===== config.mk =====
export PLATFORM = sky130hd
export DESIGN_NAME = wb_arbiter
export DESIGN_NICKNAME = d
export VERILOG_FILES = /design/src/rtl/wb_arbiter.sv
export SDC_FILE = /design/constraint.sdc
export NUM_CORES = 1
export LEC_CHECK = 0
export ABC_AREA = 1
export BUFFER_PORTS_ARGS = -buffer_cell sky130_fd_sc_hd__buf_4
export CORE_ASPECT_RATIO = 1.1
export CORE_UTILIZATION = 40
export DETAILED_ROUTE_END_ITERATION = 12
export GPL_TIMING_DRIVEN = 0
export PLACE_DENSITY = 0.67
export SKIP_CTS_REPAIR_TIMING = 1
export SYNTH_ARGS = -nofsm -noshare
export SYNTH_HDL_FRONTEND = slang
export SYNTH_SLANG_ARGS = --single-unit

===== constraint.sdc =====
create_clock -name clk -period 5.4 [get_ports clk]
set_input_delay 0.81 -clock clk [delete_from_list [all_inputs] [get_ports clk]]
set_output_delay 0.81 -clock clk [all_outputs]
set_load 0.02 [all_outputs]

===== src/rtl/wb_arbiter.sv =====
// wb_arbiter: write-back arbiter merging ALU results and FIFO-buffered load returns onto the register-file write port
// Ports: clk, rst_n (sync, active-low); alu_valid/alu_addr/alu_data in; mem_valid/mem_addr/mem_data in, mem_ready out;
//        C/Caddr/Load registered write port out; pending = mask of registers targeted by live queued loads.
module wb_arbiter #(
    parameter int DW    = 16,
    parameter int AW    = 4,
    parameter int DEPTH = 4
) (
    input  logic            clk,
    input  logic            rst_n,
    input  logic            alu_valid,
    input  logic [AW-1:0]   alu_addr,
    input  logic [DW-1:0]   alu_data,
    input  logic            mem_valid,
    input  logic [AW-1:0]   mem_addr,
    input  logic [DW-1:0]   mem_data,
    output logic            mem_ready,
    output logic [DW-1:0]   C,
    output logic [AW-1:0]   Caddr,
    output logic            Load,
    output logic [2**AW-1:0] pending
);
    localparam int PW = $clog2(DEPTH);
    logic [AW-1:0] addr_q [DEPTH];
    logic [DW-1:0] data_q [DEPTH];
    logic [DEPTH-1:0] kill_q, vld;
    logic [PW-1:0] wp, rp;
    logic [PW:0] cnt;
    logic empty, full, pop, push, sel_v;
    logic [AW-1:0] sel_a;
    logic [DW-1:0] sel_d;
    assign empty     = cnt == '0;
    assign full      = cnt == (PW+1)'(DEPTH);
    assign mem_ready = rst_n && !full;
    assign pop       = !alu_valid && !empty;
    // bypassed returns (empty FIFO, no ALU) go straight to the output and are never enqueued
    assign push      = mem_valid && mem_ready && (alu_valid || !empty);
    assign sel_v     = alu_valid || (pop ? !kill_q[rp] : mem_valid);
    assign sel_a     = alu_valid ? alu_addr : pop ? addr_q[rp] : mem_addr;
    assign sel_d     = alu_valid ? alu_data : pop ? data_q[rp] : mem_data;
    always_comb begin
        pending = '0;
        for (int i = 0; i < DEPTH; i++) begin
            // slot i is occupied when its distance from the read pointer is below the count
            vld[i] = {1'b0, PW'(i - int'(rp))} < cnt;
            if (rst_n && vld[i] && !kill_q[i]) pending[addr_q[i]] = 1'b1;
        end
    end
    always_ff @(posedge clk) begin
        if (!rst_n) begin
            C      <= '0;
            Caddr  <= '0;
            Load   <= 1'b0;
            wp     <= '0;
            rp     <= '0;
            cnt    <= '0;
            kill_q <= '0;
        end else begin
            Load <= sel_v && sel_a != '0;
            if (sel_v) begin
                C     <= sel_d;
                Caddr <= sel_a;
            end
            for (int i = 0; i < DEPTH; i++)
                if (alu_valid && vld[i] && addr_q[i] == alu_addr) kill_q[i] <= 1'b1;
            // the pushed slot is never occupied, so clearing its kill flag cannot undo a kill above
            if (push) begin
                addr_q[wp] <= mem_addr;
                data_q[wp] <= mem_data;
                kill_q[wp] <= 1'b0;
                wp         <= wp + 1'b1;
            end
            if (pop) rp <= rp + 1'b1;
            cnt <= cnt + (PW+1)'(push) - (PW+1)'(pop);
        end
    end
endmodule


# After elaboration in Yosys (flattened, before gate mapping)
# Memories as Yosys holds them, arrays and structs flattened. A register that Yosys moved wholly into a read port is not among the register bits.
# Index checks and enable logic that the tools add are counted.
# classes
reduce_logical	38
bitwise_logic	5
n_eq_ne	5
order_cmp	15
add_sub_neg	8
mux	37
# ops
operator	n
16-bit 2-to-1 mux	6
16-bit OR	3
1-bit logical AND	26
4-bit by 5-bit less-than comparator with 1-bit output (second input constant)	4
1-bit 2-to-1 mux	18
1-bit demux with 4-bit select	4
4-bit equality test	4
4-bit by 1-bit >= comparator with 1-bit output (second input constant)	4
2-bit by 3-bit less-than comparator with 1-bit output	4
4-bit 2-to-1 mux	3
1-bit zero test	8
2-bit 2-to-1 mux	4
2-bit by 3-bit less-than comparator with 1-bit output (second input constant)	2
2-bit by 1-bit adder with 2-bit output (second input constant)	2
4-bit bitwise AND	1
4-bit inverter	1
4-bit nonzero test	1
1-bit by 2-bit subtractor with 2-bit output (first input constant)	2
2-bit subtractor (first input constant)	2
3-bit by 1-bit adder with 3-bit output	1
3-bit equality test (second input constant)	1
3-bit zero test	1
3-bit by 1-bit subtractor with 3-bit output	1
1-bit binary-select mux with 2-bit select	1
other kinds (3)	4
# word_totals
output_inout_bits	38
regBits	32
elab_cells	117
in_bits	44
mem_bits_rw	80
memories	2
# mem_list
memory	depth	width	read_ports	rd_clocked_by_memory_dff	wr	line	source
data_q	4	16	1	1	1	25	logic [DW-1:0] data_q [DEPTH];
addr_q	4	4	5	1	1	24	logic [AW-1:0] addr_q [DEPTH];

# Logic depth before layout (Yosys ltp)
# Gate-level depths: netlist of the first run.
# logic_depth
ltp_word	11
depth_mapped	13
ltp_nobuf	11

# Worst setup path after synthesis of the first run
# No wires, ideal clock.
# synth_timing
kind	input-to-reg
from	input rst_n
to	memory addr_q[0][0], enable pin
t_arrival_ps	2713
path_buffers	2
path_stages	6
t_required_ps	5003
path_slack_ps	2291
setup_ps	397
path_cell_list	clkbuf_2 inv_1 a31oi_1 nand3_1 buf_2 nor2_1
# synth_via
elab_chain_len	6
# synth_lines
item	line	source
start, declared	10	input logic rst_n,
1-bit logical AND	34	assign mem_ready = rst_n && !full;
named net mem_ready	17	output logic mem_ready,
1-bit logical AND (2 in a row)	37	assign push = mem_valid && mem_ready && (alu_valid || !empty);
1-bit 2-to-1 mux	67	if (push) begin
1-bit 2-to-1 mux	50	if (!rst_n) begin
1-bit 2-to-1 mux (not written as such)	68	addr_q[wp] <= mem_addr;
end, declared	24	
# The timed path passes the listed nets, and every way through them passes these cells.

# Worst setup path after layout of the first run
# layout_timing
from	register rp[0]
to	output pending[1]
# layout_via
elab_chain_len	11
word_cells_on_any_way	23
cone_classes	add/sub (4); order compare (4); mux (4); bitwise (3); reduce/logical (8)
# layout_lines
item	line	source
start, declared	27	logic [PW-1:0] wp, rp;
start signal, assigned	73	if (pop) rp <= rp + 1'b1;
1-bit by 2-bit subtractor with 2-bit output	45	vld[i] = {1'b0, PW'(i - int'(rp))} < cnt;
2-bit by 3-bit less-than comparator with 1-bit output	45	
1-bit logical AND (2 in a row)	46	if (rst_n && vld[i] && !kill_q[i]) pending[addr_q[i]] = 1'b1;
16-bit 2-to-1 mux	46	
16-bit OR (no source line)	n/a	
16-bit 2-to-1 mux	46	
16-bit OR (no source line)	n/a	
16-bit 2-to-1 mux	46	
16-bit OR (no source line)	n/a	
16-bit 2-to-1 mux (*)	46	
end, declared	21	output logic [2**AW-1:0] pending
# Mark *: on every way between the ends. The rest lies on a longest branch, timed or not.

==> results of run 1 <==
how the worst max path moves through the flow:
| stage | startpoint | endpoint | slack (ps) | cells after the start |
|---|---|---|---|---|
| 6_report | rp[0]$_SDFFE_PN0P_ | pending[1] | 1910 | 13 |
| 3_3_place_gp | rst_n | data_q[3][3]$_DFFE_PP_ | 1580 | 6 |
| 5_1_grt | rp[0]$_SDFFE_PN0P_ | pending[5] | 1660 | 13 |
| 3_5_place_dp | rst_n | cnt[2]$_SDFF_PN0_ | 2330 | 12 |
| 2_1_floorplan | rst_n | addr_q[0][0]$_DFFE_PP_ | 2290 | 6 |
| 4_1_cts | rp[0]$_SDFFE_PN0P_ | pending[1] | 1880 | 13 |
synth_stat cells (2+ instances only):
cell type | instances | area (µm²)
xor2_1 | 5 | 43.8
buf_4 | 4 | 30.0
dfxtp_1 | 34 | 681
nand4_1 | 12 | 75.1
xnor2_1 | 4 | 35.0
nand3_1 | 43 | 215
clkbuf_1 | 14 | 52.6
nor2_1 | 179 | 672
o21ai_1 | 9 | 45.0
nor3_1 | 15 | 75.1
buf_2 | 8 | 40.0
a21oi_1 | 13 | 65.1
o21ai_0 | 56 | 280
inv_2 | 2 | 7.51
nand2_1 | 228 | 856
inv_1 | 93 | 349
edfxtp_1 | 80 | 2400
buf_1 | 5 | 18.8
ha_1 | 10 | 125
final cells by class:
type,instances,area share [%]
flip-flops and latches,114,40.2
inverters,95,4.65
multi-input cells,583,33.9
clock buffers,23,6.53
clock inverters,9,0.636
repair buffers,81,8.81
plain buffers,33,2.06
well taps,196,3.20
logic make-up (layout without fill, tap and decap cells):
group | after synthesis | count (layout) | share of synthesized area [%]
AO/OA/AOI/OAI | 81 | 81 | 6.79
adder cells (fa/ha/maj) | 11 | 11 | 2.34
XOR/XNOR | 9 | 9 | 1.27
buffers and inverters | 128 | 241 | 8.31
AND/OR/NAND/NOR | 482 | 482 | 31.5
flip-flops | 114 | 114 | 49.8
worst min-delay path: stages (launching register included):
cell     delay (ps)
dfxtp_1         340
a21oi_1          50
nor2_1           70
metrics by stage:
stage	std cells	instance area (µm²)	hold slack, ps
after floorplan	825	6190	437
after global placement	1098	7010	463
after detailed placement	1102	7120	473
after CTS	1134	7670	486
after global routing	1134	7670	510
final	1134	7670	488
sequential cells by signal, indices dropped and copies added, names as in the netlist, named ones only:
signal  count
data_q     64
C          16
addr_q     16
Caddr       4
kill_q      4
cnt         3
rp          2
wp          2
Load        1
metal layers:
layer	share of wire [%]	wire length [µm]
met1	41	6850
met2	50	8310
met3	5.7	942
met4	3.1	514
met5	0	0
power groups by stage:
stage	Sequential (mW)	Combinational, mW	Clock [mW]
finish	1.13	1.26	1.02
global route	1.15	1.41	1.07
CTS	1.13	1.27	1.03
detailed placement	1.15	1.26	0
global placement	1.15	1.23	0
floorplan	1.22	0.753	0
==> impl_metrics.env, run 1 <==
export IMPL_rsz0062_at_grt="no"
export IMPL_syn_nets=880
export IMPL_synth_ff_type="edfxtp_1"
export IMPL_rr_endpoint="cnt[2]$_SDFF_PN0_"
export IMPL_arrival_ps=2680
export IMPL_path_buf_inv=5
export IMPL_power_frac_comb_pct=36.9
export IMPL_critPathKind="reg -> out"
export IMPL_clockRootBuffer="clkbuf_16"
export IMPL_cts_path_max_buffers=2
export IMPL_setup_viol=0
export IMPL_grtUsageTotal_pct=21.6
export IMPL_ios=82
export IMPL_cts_sinks=114
export IMPL_drv_slew=0
export IMPL_async_flop_share_pct=0
export IMPL_cts_clk_slew_worst_paths_ps=50
export IMPL_power_switching_share_pct=37.4
export IMPL_globalRouteMet1Util_pct=25.8
export IMPL_multiInputGateArea_um2=2600
export IMPL_worstPathRequired_ps=4590
export IMPL_seq_power_share_pct=33.2
export IMPL_intPower_mw=2.14
export IMPL_nNetsFinal=980
export IMPL_avgSynthCellArea_um2=7.50
export IMPL_synth_seq_area_share_pct=49.8
export IMPL_ir_drop_uv=316
export IMPL_core_area_um2=15100
export IMPL_rr_worst_depth=11
export IMPL_portBuffers=77
export IMPL_status="complete, no violations"
export IMPL_yosys_warnings=0
export IMPL_finalHoldViolations=0
export IMPL_die_area_um2=16000
export IMPL_dp_slack_ps=2330
export IMPL_final_min_clock_period_ps=3490
export IMPL_vias=5586
export IMPL_skew_ps=8.72
export IMPL_antenna_cells=0
export IMPL_drcViolationCount=0
export IMPL_drtIter0Drc=445
export IMPL_slew_headroom_pct=55.6
export IMPL_layout_setup_ws_ps=1910
export IMPL_p_clk_share_pct=29.9
export IMPL_worstPathCellList="buf_2 > inv_2 > nand2_1 > nand2_1 > inv_1 > ha_1 > a21boi_0 > o21ai_0 > nand2_1 > inv_1 > nand2_1 > nand3_1 > buf_4"
export IMPL_r2r_start="cnt[0]$_SDFF_PN0_"
export IMPL_fmax_mhz=286
export IMPL_min_path_type="reg -> reg"
export IMPL_die_h_um=132
export IMPL_first_pass_iters=5
export IMPL_crit_path_frequent_cell="nand2_1"
export IMPL_place_congestion=0.892
export IMPL_std_cell_rows=47
export IMPL_maxCapViolCount=0
export IMPL_initial_core_util_pct=41.0
export IMPL_grt_use_met2_pct=37.5
export IMPL_final_cell_mix="228 x nand2_1, 175 x nor2_1, 93 x inv_1"
export IMPL_start_kind="register"
export IMPL_drive_above_1_share_pct=14.4
export IMPL_regArea_um2=3080
export IMPL_nFillCells=1486
export IMPL_cts_buffers_inserted=17
export IMPL_tightest_slew_ps=665
export IMPL_grtUsageMet3_pct=3.58
export IMPL_grt_overflow=0
export IMPL_path_max_fanout=10
export IMPL_antenna_found_initial=0
export IMPL_final_core_util_pct=50.7
export IMPL_cp_top_family="buffers and inverters"
export IMPL_cts_htree_levels=4
export IMPL_area_delta_synth_final_pct=23.9
export IMPL_grt_busiest_layer="met2"
export IMPL_ys_ff_latch=114
export IMPL_total_power_mw=3.42
export IMPL_max_stage_delay_ps=290
export IMPL_setup_tns_final_ps=0
export IMPL_reg2reg_setup_slack_ps=2820
export IMPL_routedWlPerCell_um=14.7
export IMPL_synthCells=825
export IMPL_grt_pass1_vias=5175
export IMPL_dp_hpwl_mm=12.2
export IMPL_power_net_switching_mw=1.28
export IMPL_synth_cell_types=30
export IMPL_layout_commonest_cell="nand2_1"
export IMPL_routed_wl_mm=16.6
export IMPL_ant_nets=0
export IMPL_synth_edf_count=80
export IMPL_powerDensity_nw_per_um2=445
export IMPL_cts_tree="yes"
export IMPL_synthesis_area_um2=6190
export IMPL_critPathSlowestCell="dfxtp_1"
export IMPL_insertion_delay_ps=410
export IMPL_crit_path_end_kind="output port"
export IMPL_grt_max_degree=17
export IMPL_fin_crit_sh_pct=64.6
export IMPL_whs_path_depth=2
export IMPL_min_to="kill_q[1]$_SDFF_PN0_"
export IMPL_p_leak_nw=3.42
export IMPL_grt_pass1_wl_mm=26.1
export IMPL_holdCritStartpoint="kill_q[1]$_SDFF_PN0_"
export IMPL_vias_per_cell=4.93
export IMPL_chipWidth_um=121
(Power assumes the default switching activity.)
==> run 2, diff against run 1 <==
--- a/config.mk
+++ b/config.mk
@@ -5,13 +5,13 @@
 export SDC_FILE = /design/constraint.sdc
 export NUM_CORES = 1
 export LEC_CHECK = 0
-export ABC_AREA = 1
+export ABC_AREA = 0
 export BUFFER_PORTS_ARGS = -buffer_cell sky130_fd_sc_hd__buf_4
 export CORE_ASPECT_RATIO = 1.1
 export CORE_UTILIZATION = 40
 export DETAILED_ROUTE_END_ITERATION = 12
 export GPL_TIMING_DRIVEN = 0
-export PLACE_DENSITY = 0.67
+export PLACE_DENSITY = 0.7
 export SKIP_CTS_REPAIR_TIMING = 1
 export SYNTH_ARGS = -nofsm -noshare
 export SYNTH_HDL_FRONTEND = slang
==> constraint.sdc (replaced) <==
create_clock -name clk -period 3.2 [get_ports clk]
set_input_delay 0.48 -clock clk [delete_from_list [all_inputs] [get_ports clk]]
set_output_delay 0.48 -clock clk [all_outputs]
set_load 0.02 [all_outputs]
==> run 2 against run 1 <==
Cell count shrank 38%; clock skew shrank 3.2 ps; clock power grew 77%; combinational power grew 27%; via count shrank 28%; power grew 54%; first-iteration DRC count shrank 19%; non-clock buffer count shrank 10; critical path type unchanged; critical endpoint is now pending[5]; largest power group is now registers.
==> impl_metrics.env, run 2 <==
export IMPL_drive_above_1_share_pct=28.9
export IMPL_crit_path_end_kind="output port"
export IMPL_cts_tree="yes"
export IMPL_min_path_type="in -> reg"
export IMPL_rr_endpoint="cnt[2]$_SDFF_PN0_"
export IMPL_area_delta_synth_final_pct=25.8
export IMPL_synthesis_area_um2=5460
export IMPL_grt_pass1_vias=4069
export IMPL_cts_buffers_inserted=17
export IMPL_holdCritStartpoint="mem_data[7]"
export IMPL_grt_pass1_wl_mm=22.3
export IMPL_largest_register="data_q"
export IMPL_setup_viol=0
export IMPL_setup_tns_final_ps=0
export IMPL_synth_top_area_share_pct=44.0
export IMPL_grt_max_degree=22
export IMPL_placed_area_um2=6260
export IMPL_critPathKind="reg -> out"
export IMPL_grt_overflow=0
export IMPL_p_leak_nw=2.73
export IMPL_yosys_warnings=0
export IMPL_rsz0062_at_grt="no"
export IMPL_place_congestion=0.906
export IMPL_layout_commonest_cell="edfxtp_1"
export IMPL_synthCells=406
export IMPL_fin_worst_hold_slack_ps=281
export IMPL_maxCapViolCount=0
export IMPL_regArea_um2=3080
export IMPL_vias=4022
export IMPL_drtIter0Drc=360
export IMPL_vias_per_cell=5.75
export IMPL_reg_top3="data_q: 64 flops, C: 16 flops, addr_q: 16 flops"
export IMPL_routed_wl_mm=14.3
export IMPL_ys_ff_latch=114
export IMPL_dp_hpwl_mm=10.0
export IMPL_fin_crit_sh_pct=93.8
export IMPL_synth_ff_type="edfxtp_1"
export IMPL_cts_sinks=114
export IMPL_powerDensity_nw_per_um2=763
export IMPL_die_h_um=125
export IMPL_die_area_um2=14100
export IMPL_syn_nets=461
export IMPL_synth_seq_area_share_pct=56.4
export IMPL_min_to="data_q[3][7]$_DFFE_PP_"
export IMPL_total_power_mw=5.25
export IMPL_insertion_delay_ps=410
export IMPL_fmax_mhz=333
export IMPL_std_cell_rows=44
export IMPL_rr_worst_depth=10
export IMPL_tightest_slew_ps=1220
export IMPL_whs_path_depth=1
export IMPL_ios=82
export IMPL_synth_edf_count=80
export IMPL_r2r_start="cnt[0]$_SDFF_PN0_"
export IMPL_synthTopCellsByArea="edfxtp_1 44%, dfxtp_1 12%, mux4_2 8.7%"
export IMPL_drv_slew=0
export IMPL_final_min_clock_period_ps=3000
export IMPL_ant_nets=0
export IMPL_drcViolationCount=0
export IMPL_clockRootBuffer="clkbuf_16"
export IMPL_initial_core_util_pct=41.2
export IMPL_first_pass_iters=8
export IMPL_synth_most_common_cell="edfxtp_1"
export IMPL_multiInputGateArea_um2=2240
export IMPL_arrival_ps=2520
export IMPL_synth_top_cell_by_area="edfxtp_1"
export IMPL_cts_path_max_buffers=2
export IMPL_skew_ps=5.50
export IMPL_cp_startpoint="cnt[1]$_SDFF_PN0_"
export IMPL_nNetsFinal=557
export IMPL_antenna_cells=0
export IMPL_core_area_um2=13300
export IMPL_cts_htree_levels=4
export IMPL_path_max_fanout=6
export IMPL_grtUsageTotal_pct=21.2
export IMPL_final_cell_mix="80 x edfxtp_1, 79 x buf_4, 33 x dfxtp_1"
export IMPL_slew_headroom_pct=18.5
export IMPL_status="complete, no violations"
export IMPL_ir_drop_uv=492
export IMPL_chipWidth_um=113
export IMPL_routedWlPerCell_um=20.4
export IMPL_antenna_found_initial=0
export IMPL_synth_cell_types=48
export IMPL_nFillCells=1129
export IMPL_ys_top_cells_by_count="80 x edfxtp_1, 34 x dfxtp_1, 26 x nand2_1, 21 x mux4_2"
export IMPL_finalHoldViolations=0
export IMPL_portBuffers=76
export IMPL_reg2reg_setup_slack_ps=570
export IMPL_async_flop_share_pct=0
export IMPL_stdcell_area_um2=6870
export IMPL_largest_register_ffs=64
export IMPL_cts_clk_slew_worst_paths_ps=50
export IMPL_avgSynthCellArea_um2=13.5
export IMPL_worstPathRequired_ps=2720
export IMPL_start_kind="register"
==> run 2: logic make-up (layout without fill, tap and decap cells) <==
logic type               after synthesis  in the layout  share of synthesized area, %
AO/OA/AOI/OAI                         89             89                          14.5
XOR/XNOR                              22             22                          3.53
adder cells (fa/ha/maj)               11             11                          2.66
buffers and inverters                 39            148                          3.11
flip-flops                           114            114                          56.4
multiplexers                          21             21                          8.66
AND/OR/NAND/NOR                      110            110                          11.2
==> run 2: layer usage <==
| metal | track usage (%) | wire length, µm | vias to the layer above |
|---|---|---|---|
| met5 | 0 | 0 | - |
| met4 | 9.37 | 433 | 0 |
| met3 | 4.77 | 847 | 32 |
| met2 | 35.3 | 7040 | 173 |
| met1 | 26.4 | 5950 | 2000 |
| li1 | - | - | 1817 |
==> run 2: stage by stage <==
step           instances  setup WS, ps  utilization, %
6_report             699           199            51.8
5_1_grt              699          38.4            51.8
4_1_cts              698         -42.9            51.5
3_5_place_dp         666           188            47.2
3_3_place_gp         666           219            47.2
2_1_floorplan        406           593               -
==> run 2: worst max-delay path: stages (launching register included) <==
cell and delay (ps):
dfxtp_1 390, inv_1 170, ha_1 320, a21boi_1 140, o21bai_2 270, nand2b_1 180, o32a_1 360, o211ai_1 110
buf_4 180
==> run 2: worst max-delay path by stage <==
| stage | slack (ps) | end | cells after the start |
|---|---|---|---|
| floorplan | 590 | cnt[2]$_SDFF_PN0_ | 11 |
| global placement | 220 | cnt[2]$_SDFF_PN0_ | 12 |
| detailed placement | 190 | cnt[2]$_SDFF_PN0_ | 12 |
| CTS | -40 | pending[6] | 9 |
| global route | 40 | pending[5] | 8 |
| finish | 200 | pending[5] | 8 |
==> run 2: area by class of cell <==
cell class	count	area share, %
multi-input combinational	253	32.5
sequential	114	44.9
clock buffer	22	6.75
inverter	12	0.655
buffer	27	1.86
clock inverter	10	1.58
timing repair buffer	77	8.41
tap	184	3.35
==> run 2: power breakdown <==
group	leakage [nW]	internal [mW]	switching, mW	total, mW
logic	1.45	0.702	0.896	1.60
clock network	0.270	1.18	0.630	1.81
registers	1.00	1.74	0.101	1.84
